===== config.mk =====
export PLATFORM = sky130hd
export DESIGN_NAME = alu_op_driver
export DESIGN_NICKNAME = d
export VERILOG_FILES = /design/src/rtl/alu_op_driver.sv
export SDC_FILE = /design/constraint.sdc
export NUM_CORES = 1
export LEC_CHECK = 0
export BUFFER_PORTS_ARGS = -buffer_cell sky130_fd_sc_hd__buf_2
export CORE_MARGIN = 5
export CORE_UTILIZATION = 40
export CTS_BUF_LIST = sky130_fd_sc_hd__clkbuf_16
export CTS_CLUSTER_DIAMETER = 120
export DETAILED_ROUTE_END_ITERATION = 8
export GPL_TIMING_DRIVEN = 1
export PLACE_DENSITY = 0.67
export SKIP_LAST_GASP = 1
export SYNTH_ARGS = -nofsm -noshare
export SYNTH_HDL_FRONTEND = slang
export SYNTH_SLANG_ARGS = --single-unit

===== constraint.sdc =====
create_clock -name Clock -period 1.9 [get_ports Clock]
set_clock_uncertainty 0.2 [all_clocks]
set_input_delay 0.38 -clock Clock [delete_from_list [all_inputs] [get_ports Clock]]
set_output_delay 0.38 -clock Clock [all_outputs]
set_load 0.05 [all_outputs]

===== src/rtl/alu_op_driver.sv =====
// alu_op_driver: registered request/response wrapper around a combinational N-bit ALU with a fixed settle delay.
// Optional accumulator feedback onto ALU_B is enabled by defining ALU_DRV_ACCUM_EN.
module alu_op_driver #(
  parameter int N = 4,
  parameter int SETTLE_CYCLES = 1
) (
  input  logic           Clock,
  input  logic           Reset,
  input  logic           ReqValid,
  output logic           ReqReady,
  input  logic [N-1:0]   ReqA,
  input  logic [N-1:0]   ReqB,
  input  logic [1:0]     ReqFunction,
`ifdef ALU_DRV_ACCUM_EN
  input  logic           ReqAccum,
`endif
  output logic [N-1:0]   ALU_A,
  output logic [N-1:0]   ALU_B,
  output logic [1:0]     ALU_Function,
  input  logic [2*N-1:0] ALUOut,
  output logic           RespValid,
  input  logic           RespReady,
  output logic [2*N-1:0] RespData,
  output logic [7:0]     OpCount
);
  generate
    if (SETTLE_CYCLES < 1) begin : g_bad_settle
      $error("alu_op_driver: SETTLE_CYCLES must be >= 1");
    end
  endgenerate
  localparam int CW = SETTLE_CYCLES > 1 ? $clog2(SETTLE_CYCLES) : 1;
  localparam logic [CW-1:0] CNT_LOAD = CW'(SETTLE_CYCLES - 1);
  typedef enum logic [1:0] {IDLE, SETTLE, RESP} state_t;
  state_t state, state_nx;
  logic [CW-1:0] cnt;
  logic [N-1:0] b_src;
  logic accept, settle_done, resp_done;
  assign ReqReady    = state == IDLE;
  assign accept      = ReqValid && ReqReady;
  assign settle_done = state == SETTLE && cnt == '0;
  assign resp_done   = state == RESP && RespValid && RespReady;
`ifdef ALU_DRV_ACCUM_EN
  logic [N-1:0] acc;
  assign b_src = ReqAccum ? acc : ReqB;
  always_ff @(posedge Clock)
    if (Reset) acc <= '0;
    else if (settle_done) acc <= ALUOut[N-1:0];
`else
  assign b_src = ReqB;
`endif
  always_comb begin
    state_nx = state;
    state_nx = accept ? SETTLE : settle_done ? RESP : resp_done ? IDLE : state;
  end
  always_ff @(posedge Clock)
    if (Reset) state <= IDLE;
    else state <= state_nx;
  always_ff @(posedge Clock) begin
    if (Reset) begin
      ALU_A        <= '0;
      ALU_B        <= '0;
      ALU_Function <= '0;
      RespValid    <= 1'b0;
      RespData     <= '0;
      OpCount      <= '0;
      cnt          <= '0;
    end else begin
      if (accept) begin
        ALU_A        <= ReqA;
        ALU_B        <= b_src;
        ALU_Function <= ReqFunction;
        cnt          <= CNT_LOAD;
      end else if (state == SETTLE && cnt != '0) begin
        cnt <= cnt - 1'b1;
      end
      if (settle_done) begin
        RespData  <= ALUOut;
        RespValid <= 1'b1;
      end
      if (resp_done) begin
        RespValid <= 1'b0;
        OpCount   <= OpCount + 8'd1;
      end
    end
  end
endmodule

Word-level counts from Yosys, hierarchy flattened:

Cells that the tools add are included.

* multiply operators: 0
* bitwise gates (word level): 1
* equality and inequality tests: 2
* mux-type cells: 3
* add/sub/neg operators: 2
* shifts and indexed selects: 0
* magnitude comparators: 0
* reduce and logical (&&, ||, !) cells: 10
* div/mod/pow operators: 0

Operators by type and width (number)
* 8-bit by 1-bit adder with 8-bit output, second input constant: 1
* 1-bit logical AND: 5
* 2-bit two-way mux: 2
* 2-bit OR reduction: 2
* 3-bit nonzero test: 1
* 2-bit by 1-bit == test with 1-bit output, second input constant: 1
* 2-bit == test, second input constant: 1
* 2-bit logical NOT: 1
* 2-bit nonzero test: 1
* 1-bit two-way mux: 1
* 1-bit inverter: 1
* 1-bit subtractor, second input constant: 1

* memories kept: 0
* bits in registers: 30
* RAM bits: 0
* bits of input ports: 22
* output and inout port bits: 28
* ROM bits: 0
* word-level logic and storage cells: 27
* latch bits: 0

Logic depth before layout (Yosys ltp):

Gate-level depths: netlist of run 1.

* depth in word-level cells: 6
* mapped depth: 4
* depth with buffers taken out: 4

Least setup slack after synthesis of run 1:

Ideal clock, no wire load.

* kind: reg-to-reg
* start point: register OpCount[0]
* end point: register OpCount[4]
* required time: 1.630 ns
* cell stages (with the launch flop): 5
* arrival time: 1.545 ns
* clock period less this slack: 1.816 ns
* buffers on the path: 0
* setup slack: 0.084 ns
* setup time: 0.070 ns
* path through: dfxtp_1 ha_1 nand2_1 or4_1 a21oi_1

* word-level cells in the longest chain between the ends: 1

Ends and longest elaborated chain
* from (decl): RTL line 24 `output logic [7:0] OpCount`
* from (signal assigned): RTL line 82 `OpCount <= OpCount + 8'd1;`
* 8-bit by 1-bit adder with 8-bit output: RTL line 82

No other way between the ends.
A chain may end at the register's enable or synchronous reset.

Worst setup path after layout of run 1:

* start point: register state[1]
* end point: register OpCount[7]

* word-level cells in the longest chain between the ends: 3

Ends and longest elaborated chain
* from (decl): RTL line 34 `state_t state, state_nx;`
* from (signal assigned): RTL line 57 `else state <= state_nx;`
* 2-bit == test: RTL line 41 `assign resp_done = state == RESP && RespValid && RespReady;`
* 1-bit logical AND (2 in a row): RTL line 41

No other way between the ends.

==> results.json, run 1 <==
{
  "status": "finished clean",
  "syn2layout_area_growth_pct": 40.3,
  "wire_per_inst_microns": 12.6,
  "grt_use_total_pct": 13.2,
  "via_per_inst": 5.06,
  "synth_cells": 115,
  "ys_seq_area_share_pct": 52.5,
  "routabilityCongestion": 0.782,
  "layout_common_cells": "49 x buf_2, 30 x dfxtp_1, 22 x nor2_1",
  "hold_viol_final": 0,
  "r2r-start": "state[1]",
  "setup_tns_ns": 0,
  "min_from": "ReqB[3]",
  "grt_pass1_wl_microns": 4150,
  "arrival_ns": 1.75,
  "fin_area_sq_um": 1600,
  "r2r_slack_ns": 0.15,
  "grt_pass1_vias": 979,
  "drive_above_1_share_pct": 37.6,
  "cp-startpoint": "state[1]",
  "maxSlewHeadroom_pct": 75.5,
  "yosys_warnings": 0,
  "antenna_found_initial": 0,
  "holdCritPathClass": "input pin to flop",
  "numCtsBuffers": 5,
  "placed_area_sq_um": 1440,
  "io_pins": 50,
  "tightest_slew_ns": 0.368,
  "dpl.hpwl_microns": 1830,
  "port_buffers": 49,
  "wl_microns": 2540,
  "syn-cell-area_sq_um": 1140,
  "die_h_microns": 63.5,
  "critPathKind": "flop to flop",
  "drtIter0Drc": 36,
  "min_to": "ALU_B[3]",
  "cts_setup_buffers": 0,
  "ctsLongestPathBuffers": 2,
  "slowest_delay_ns": 0.58,
  "drc": 0,
  "crit_chain": "nand4b_2, or4_1, a21oi_1",
  "htree_levels": 2,
  "ys_top_cells_by_area": "dfxtp_1 53%, mux2i_1 17%, nor2_1 7.2%",
  "grt-ovfl-total": 0,
  "synth_area_per_cell_sq_um": 9.94,
  "coreArea_sq_um": 2760,
  "fin_nets": 192,
  "syn_nets": 138,
  "vias": 1018,
  "start_util_pct": 41.5,
  "crit_slowest_cell": "or4_1",
  "p_per_area_nw_per_um2": 1170,
  "leakage_nw": 0.777,
  "startpoint_type": "flop",
  "cp_top_family": "simple AND/OR/NAND/NOR gates",
  "diodes": 0,
  "critPathRequiredTime_ns": 1.90,
  "cts-resized-gates": 0,
  "critPathBufInv": 0,
  "min_period_over_period_pct": 92.0,
  "cts.sinks": 30,
  "postCtsHoldBufs": 0,
  "ys_types": 23,
  "grt_max_degree": 21,
  "rsz0062_at_grt": "no",
  "r2r_cells": 3,
  "yosysTopAreaCell": "dfxtp_1",
  "dieArea_sq_um": 4030,
  "drt_pass1_iterations": 2,
  "insertion_delay_ns": 0.27,
  "gr-usage-met1_pct": 14.9,
  "fmax_mhz": 572,
  "ant_nets": 0,
  "fp.dieW_microns": 63.5,
  "async_flop_share_pct": 0,
  "layout_commonest_cell": "buf_2",
  "cp.depth": 3,
  "holdPathStages": 3,
  "cts.clk_slew.worst_paths_ns": 0.05,
  "yosysTopAreaCellShare_pct": 52.5,
  "ys.flop_type": "dfxtp_1",
  "cp-end-kind": "flop",
  "report.final.slew_viol_count": 0,
  "finalSetupViolCount": 0,
  "cts_root_buf": "clkbuf_16",
  "top_usage_layer": "met2",
  "rows": 19,
  "cts_tree": "built",
  "ys_ff_latch": 30,
  "use_met3_pct": 5.51,
  "grt_use_met2_pct": 19.7,
  "ir_drop_uv": 888,
  "cp_max_fo": 12,
  "cap_violations": 0,
  "period_needed_ns": 1.75,
  "reg2reg_to": "OpCount[7]",
  "synth-edff-count": 0
}
-- synthesized netlist by cell type, types with 2 or more instances --
library cell  number
dfxtp_1           30
a21oi_1            8
clkbuf_1           2
inv_1              4
mux2i_1           19
nor3b_1            2
buf_2              2
nand2_1            3
or4_1              5
o21ai_0            2
o31ai_1            5
nor2_1            22
-- registers in the layout, indices dropped and copies added (netlist names) --
name and count:
cnt 1, RespData 8, RespValid 1, OpCount 8, ALU_A 4, ALU_B 4, state 2, ALU_Function 2
-- logic make-up after synthesis --
logic type	after synthesis	synth area share (%)
simple gates	38	16.6
flops	30	52.5
mux	19	16.6
compound gates	16	8.53
buf+inv	10	3.83
xor+xnor	1	0.766
fa+ha+maj	1	1.09
-- per-stage QoR --
| step | hold slack [ns] | std cells | setup slack [ns] | power, mW | utilization, % |
|---|---|---|---|---|---|
| global placement | 0.262 | 193 | 0.227 | 1.01 | 52.2 |
| CTS | 0.140 | 201 | 0.128 | 1.89 | 58.2 |
| detailed placement | 0.280 | 193 | 0.164 | 1.01 | 52.2 |
| floorplan | 0.254 | 115 | 0.0841 | 0.932 | - |
| finish | 0.145 | 201 | 0.153 | 1.87 | 58.2 |
| global route | 0.151 | 201 | 0.0207 | 1.94 | 58.2 |
-- worst max path at each step --
stage                             to  slack, ns
after floorplan           OpCount[4]       0.08
after global placement    OpCount[5]       0.23
after detailed placement  OpCount[7]       0.16
after CTS                 OpCount[7]       0.13
after global routing      OpCount[5]       0.02
final                     OpCount[7]       0.15
-- area by class of cell --
type	instances	area [sq um]
clock buffers	5	125
clock inverters	3	40.0
fillers	262	1150
inverters	4	15.0
multi-input cells	75	509
flip-flops and latches	30	601
well taps	31	38.8
repair buffers	53	275
-- layer usage --
layer | wire length [microns] | part of all wire [%]
met4 | 59 | 2.3
met5 | 0 | 0
met3 | 214 | 8.4
met2 | 1180 | 47
met1 | 1080 | 43
-- power by group --
part	leakage (nW)	total [mW]	internal, mW	switching [mW]
Sequential	0.245	0.693	0.669	0.0245
Clock	0.0836	0.871	0.611	0.260
Combinational	0.449	0.306	0.0985	0.207
-- worst register-to-register path, stage by stage (launching register included) --
cell      delay [ns]
dfxtp_1         0.44
nand4b_2        0.30
or4_1           0.58
a21oi_1         0.15
No activity file was read; power rests on OpenSTA's default activity.
==> run 2: changes to the inputs <==
- CTS_BUF_LIST: sky130_fd_sc_hd__clkbuf_16 -> not set
- PLACE_DENSITY: 0.67 -> 0.69
==> run 2 against run 1 <==
  * Non-clock buffer count is 1 higher
  * Critical path depth fell by 1
  * Clock power decreased by 61%
  * Clock-buffer cell count rose by 2
  * Sequential power about the same
  * Power decreased by 28%
  * Core utilization is 3.8 points lower
  * Routed wire length grew 5.0%
  * Critical path type is now flop to output pin
  * Critical endpoint is now ReqReady
  * Largest cell class unchanged
  * Largest power group is now sequential cells
==> results.json, run 2 (synthesis results as in run 1) <==
{
  "finalWorstSetupSlack_ns": 0.196,
  "layout_commonest_cell": "buf_2",
  "min_period_over_period_pct": 89.7,
  "critPathKind": "flop to output pin",
  "p_per_area_nw_per_um2": 895,
  "grt_max_degree": 19,
  "cts_tree": "built",
  "reg2reg_to": "OpCount[7]",
  "report.final.slew_viol_count": 0,
  "r2r_cells": 3,
  "placed_area_sq_um": 1450,
  "startpoint_type": "flop",
  "layoutNonFillerInstCount": 201,
  "maxSlewHeadroom_pct": 78.5,
  "die_h_microns": 63.5,
  "diodes": 0,
  "cts.clk_slew.worst_paths_ns": 0.09,
  "grt_pass1_wl_microns": 4490,
  "cp-end-kind": "output pin",
  "dpl.hpwl_microns": 1990,
  "leakage_nw": 0.731,
  "fp.dieW_microns": 63.5,
  "coreArea_sq_um": 2760,
  "grt_pass1_vias": 1058,
  "cap_violations": 0,
  "drt_pass1_iterations": 4,
  "status": "finished clean",
  "pre_cts_ws_ns": 0.165,
  "routabilityCongestion": 0.790,
  "dpl.cell_count": 194,
  "grt-ovfl-total": 0,
  "htree_levels": 2,
  "arrival_ns": 1.12,
  "period_needed_ns": 1.70,
  "whs_ns": 0.0883,
  "top_regs": "OpCount: 8 flops, RespData: 8 flops",
  "cp-startpoint": "state[1]",
  "via_per_inst": 5.10,
  "fmax_mhz": 587,
  "cts.sinks": 30,
  "postCtsHoldBufs": 0,
  "insertion_delay_ns": 0.32,
  "port_buffers": 49,
  "rows": 19,
  "ant_nets": 0,
  "wl_microns": 2670,
  "antenna_found_initial": 0,
  "setup_tns_ns": 0,
  "ir_drop_uv": 522,
  "layout_common_cells": "49 x buf_2, 30 x dfxtp_1, 22 x nor2_1",
  "fin_area_sq_um": 1500,
  "r2r_slack_ns": 0.23,
  "start_util_pct": 41.5,
  "drc": 0,
  "grt_use_total_pct": 14.0,
  "io_pins": 50,
  "cp_max_fo": 6,
  "numCtsBuffers": 5,
  "hold_viol_final": 0,
  "vias": 1026,
  "finalSetupViolCount": 0,
  "drive_above_1_share_pct": 36.5,
  "wire_per_inst_microns": 13.3,
  "drtIter0Drc": 54,
  "tightest_slew_ns": 0.322,
  "power.total_mw": 1.34,
  "crit_end": "ReqReady",
  "critPathRequiredTime_ns": 1.32,
  "syn2layout_area_growth_pct": 31.2,
  "dieArea_sq_um": 4030,
  "fin_util_pct": 54.4,
  "fin_nets": 193,
  "cts_root_buf": "clkbuf_4",
  "ctsLongestPathBuffers": 2,
  "cts_setup_buffers": 0,
  "rsz0062_at_grt": "no",
  "r2r-start": "state[1]",
  "holdCritPathClass": "input pin to flop"
}
## run 2: changes by cell type in the layout (fill, tap and decap cells not counted)
cell / change
clkbuf_16: -5
clkbuf_4: +5
clkbuf_1: +2
clkinv_2: -2
buf_4: +1
bufinv_16: -1
nand4b_2: -1
nand4b_4: +1
## run 2: power breakdown
| group | leakage [nW] | switching, mW | internal (mW) |
|---|---|---|---|
| registers | 0.245 | 0.0274 | 0.666 |
| logic | 0.461 | 0.210 | 0.103 |
| clock network | 0.0254 | 0.198 | 0.139 |
| total | 0.731 | 0.435 | 0.908 |
## run 2: repair_timing
| item | in CTS | in global routing |
|---|---|---|
| endpoints found under the hold margin | 0 | 0 |
| resized for setup | 0 | 1 |
| endpoints found under the setup margin | 0 | 1 |
## run 2: per-layer routing
layer / routed length [microns] / part of all wire [%] / up-vias / GRT usage (%)
met5: 0 / 0 / - / 0
met4: 65 / 2.4 / 0 / 8.57
met3: 213 / 8.0 / 8 / 4.97
met2: 1270 / 47 / 33 / 22.8
met1: 1120 / 42 / 473 / 15.3
li1: - / - / 512 / -
## run 2: cell type report
cell class	count	area, sq um
fill	282	1260
sequential	30	601
multi-input combinational	75	518
timing repair buffer	54	283
clock buffer	7	45.0
tap	31	38.8
inverter	4	15.0
## run 2: worst max-delay path, stage by stage, from the launching register on
cell and delay (ns):
dfxtp_1 0.40, nor2_1 0.13, buf_2 0.28
## run 2: worst min-delay path by stage
stage,slack (ns),from,to,cells past startpoint
2_1_floorplan,0.25,cnt,cnt,1
3_3_place_gp,0.26,OpCount[7],OpCount[7],2
3_5_place_dp,0.28,OpCount[7],OpCount[7],2
4_1_cts,0.08,ReqFunction[0],ALU_Function[0],3
5_1_grt,0.08,ReqFunction[0],ALU_Function[0],3
6_report,0.09,ALUOut[6],RespData[6],3
==> run 3: changes to the inputs <==
- CORE_MARGIN: 5 -> not set
- clock period: 1.9 -> 2 ns (I/O delays scaled with it)
==> run 3 against run 2 <==
  * Worst setup slack got worse by 0.020 ns
  * Global-route usage increased by 2.3 points
  * Register-to-register slack got worse by 0.05 ns
  * Non-clock buffer count decreased by 1
==> results.json, run 3 (synthesis results as in run 1) <==
{
  "layout_commonest_cell": "buf_2",
  "fin_nets": 192,
  "diodes": 0,
  "syn2layout_area_growth_pct": 31.1,
  "antenna_found_initial": 0,
  "status": "finished clean",
  "p_sw_mw": 0.419,
  "layoutNonFillerInstCount": 201,
  "cts_setup_buffers": 0,
  "fin_util_pct": 54.8,
  "numCtsBuffers": 5,
  "wl_microns": 2350,
  "cts-resized-gates": 0,
  "rows": 19,
  "top_regs": "OpCount: 8 flops, RespData: 8 flops",
  "crit_chain": "nand4b_2, or4_1, a21oi_1",
  "fmax_mhz": 548,
  "dpl.hpwl_microns": 1710,
  "cts_root_buf": "clkbuf_4",
  "slowest_delay_ns": 0.60,
  "via_per_inst": 5.09,
  "ctsLongestPathBuffers": 2,
  "grt_max_degree": 17,
  "dieArea_sq_um": 3080,
  "io_pins": 50,
  "cp-end-kind": "flop",
  "placed_area_sq_um": 1440,
  "holdCritPathClass": "input pin to flop",
  "ir_drop_uv": 532,
  "cap_violations": 0,
  "fillCellCount": 250,
  "period_needed_ns": 1.82,
  "internal_power_mw": 0.897,
  "startpoint_type": "flop",
  "leakage_nw": 0.729,
  "postCtsHoldBufs": 0,
  "cts_tree": "built",
  "setup_tns_ns": 0,
  "start_util_pct": 41.8,
  "port_buffers": 49,
  "seq_area_sq_um": 601,
  "layout_common_cells": "49 x buf_2, 30 x dfxtp_1, 22 x nor2_1",
  "pwr-share-clk_pct": 28.0,
  "pre_cts_ws_ns": 0.183,
  "drt_pass1_iterations": 4,
  "finalWorstSetupSlack_ns": 0.176,
  "drive_above_1_share_pct": 37.1,
  "cts.clk_slew.worst_paths_ns": 0.10,
  "cts.sinks": 30,
  "grt_pass1_vias": 905,
  "tightest_slew_ns": 0.335,
  "rsz0062_at_grt": "no",
  "crit_slowest_cell": "or4_1",
  "hold_viol_final": 0,
  "coreArea_sq_um": 2730,
  "seqPwrFrac_pct": 50.0,
  "insertion_delay_ns": 0.31,
  "finalSetupViolCount": 0,
  "p_per_area_nw_per_um2": 878,
  "ant_nets": 0,
  "combPwrFrac_pct": 22.0,
  "drtIter0Drc": 28,
  "cp_max_fo": 13,
  "min_period_over_period_pct": 91.2,
  "htree_levels": 2,
  "fp.dieW_microns": 55.5,
  "dpl.cell_count": 193,
  "arrival_ns": 1.88,
  "critPathKind": "flop to flop",
  "routabilityCongestion": 0.720,
  "critPathRequiredTime_ns": 2.06,
  "grt_use_total_pct": 16.3,
  "drc": 0,
  "vias": 1023,
  "fin_area_sq_um": 1500,
  "grt-ovfl-total": 0,
  "wire_per_inst_microns": 11.7,
  "die_h_microns": 55.5,
  "maxSlewHeadroom_pct": 77.6,
  "multiInputGateArea_sq_um": 509,
  "report.final.slew_viol_count": 0,
  "p_sw_share_pct": 31.8,
  "grt_pass1_wl_microns": 3830
}
==> run 3: per-stage QoR <==
stage	hold WS [ns]	power [mW]
after global routing	0.102	1.38
after detailed placement	0.276	0.963
after floorplan	0.254	0.886
after global placement	0.260	0.957
after CTS	0.0976	1.33
final	0.103	1.32
==> run 3: worst paths after layout <==
check / endpoint / startpoint / depth (start not counted) / slack, ns
worst max-delay path: OpCount[6] / state[1] / 3 / 0.18
worst min-delay path: ALU_Function[0] / ReqFunction[0] / 3 / 0.10
worst max register to register: OpCount[6] / state[1] / 3 / 0.18
worst min register to register: OpCount[7] / OpCount[7] / 2 / 0.29
==> run 3: power groups by stage <==
stage / Combinational (mW) / Clock [mW] / Sequential, mW
5_1_grt: 0.309 / 0.404 / 0.662
3_5_place_dp: 0.292 / 0 / 0.671
2_1_floorplan: 0.110 / 0 / 0.775
4_1_cts: 0.292 / 0.381 / 0.658
6_report: 0.289 / 0.368 / 0.658
3_3_place_gp: 0.288 / 0 / 0.668
==> run 3: layer usage <==
layer	global-route usage, %	part of all wire, %	routed length, microns	up-vias
li1	-	-	-	508
met1	18.9	44	1030	463
met2	25.3	46	1080	44
met3	5.62	6.8	160	8
met4	10.7	3.1	72	0
met5	0	0	0	-
==> run 3: worst max-delay path, delay by kind of cell (launching register included) <==
family | cells | cell delay (ns)
simple gates | 2 | 0.94
flops | 1 | 0.46
compound gates | 1 | 0.17
==> run 3: cell type report <==
type	count	share of cell area (%)
flip-flops and latches	30	40.1
multi-input cells	75	34.0
repair buffers	53	18.4
clock buffers	7	3.67
well taps	31	2.59
inverters	4	1.00
clock inverters	1	0.334
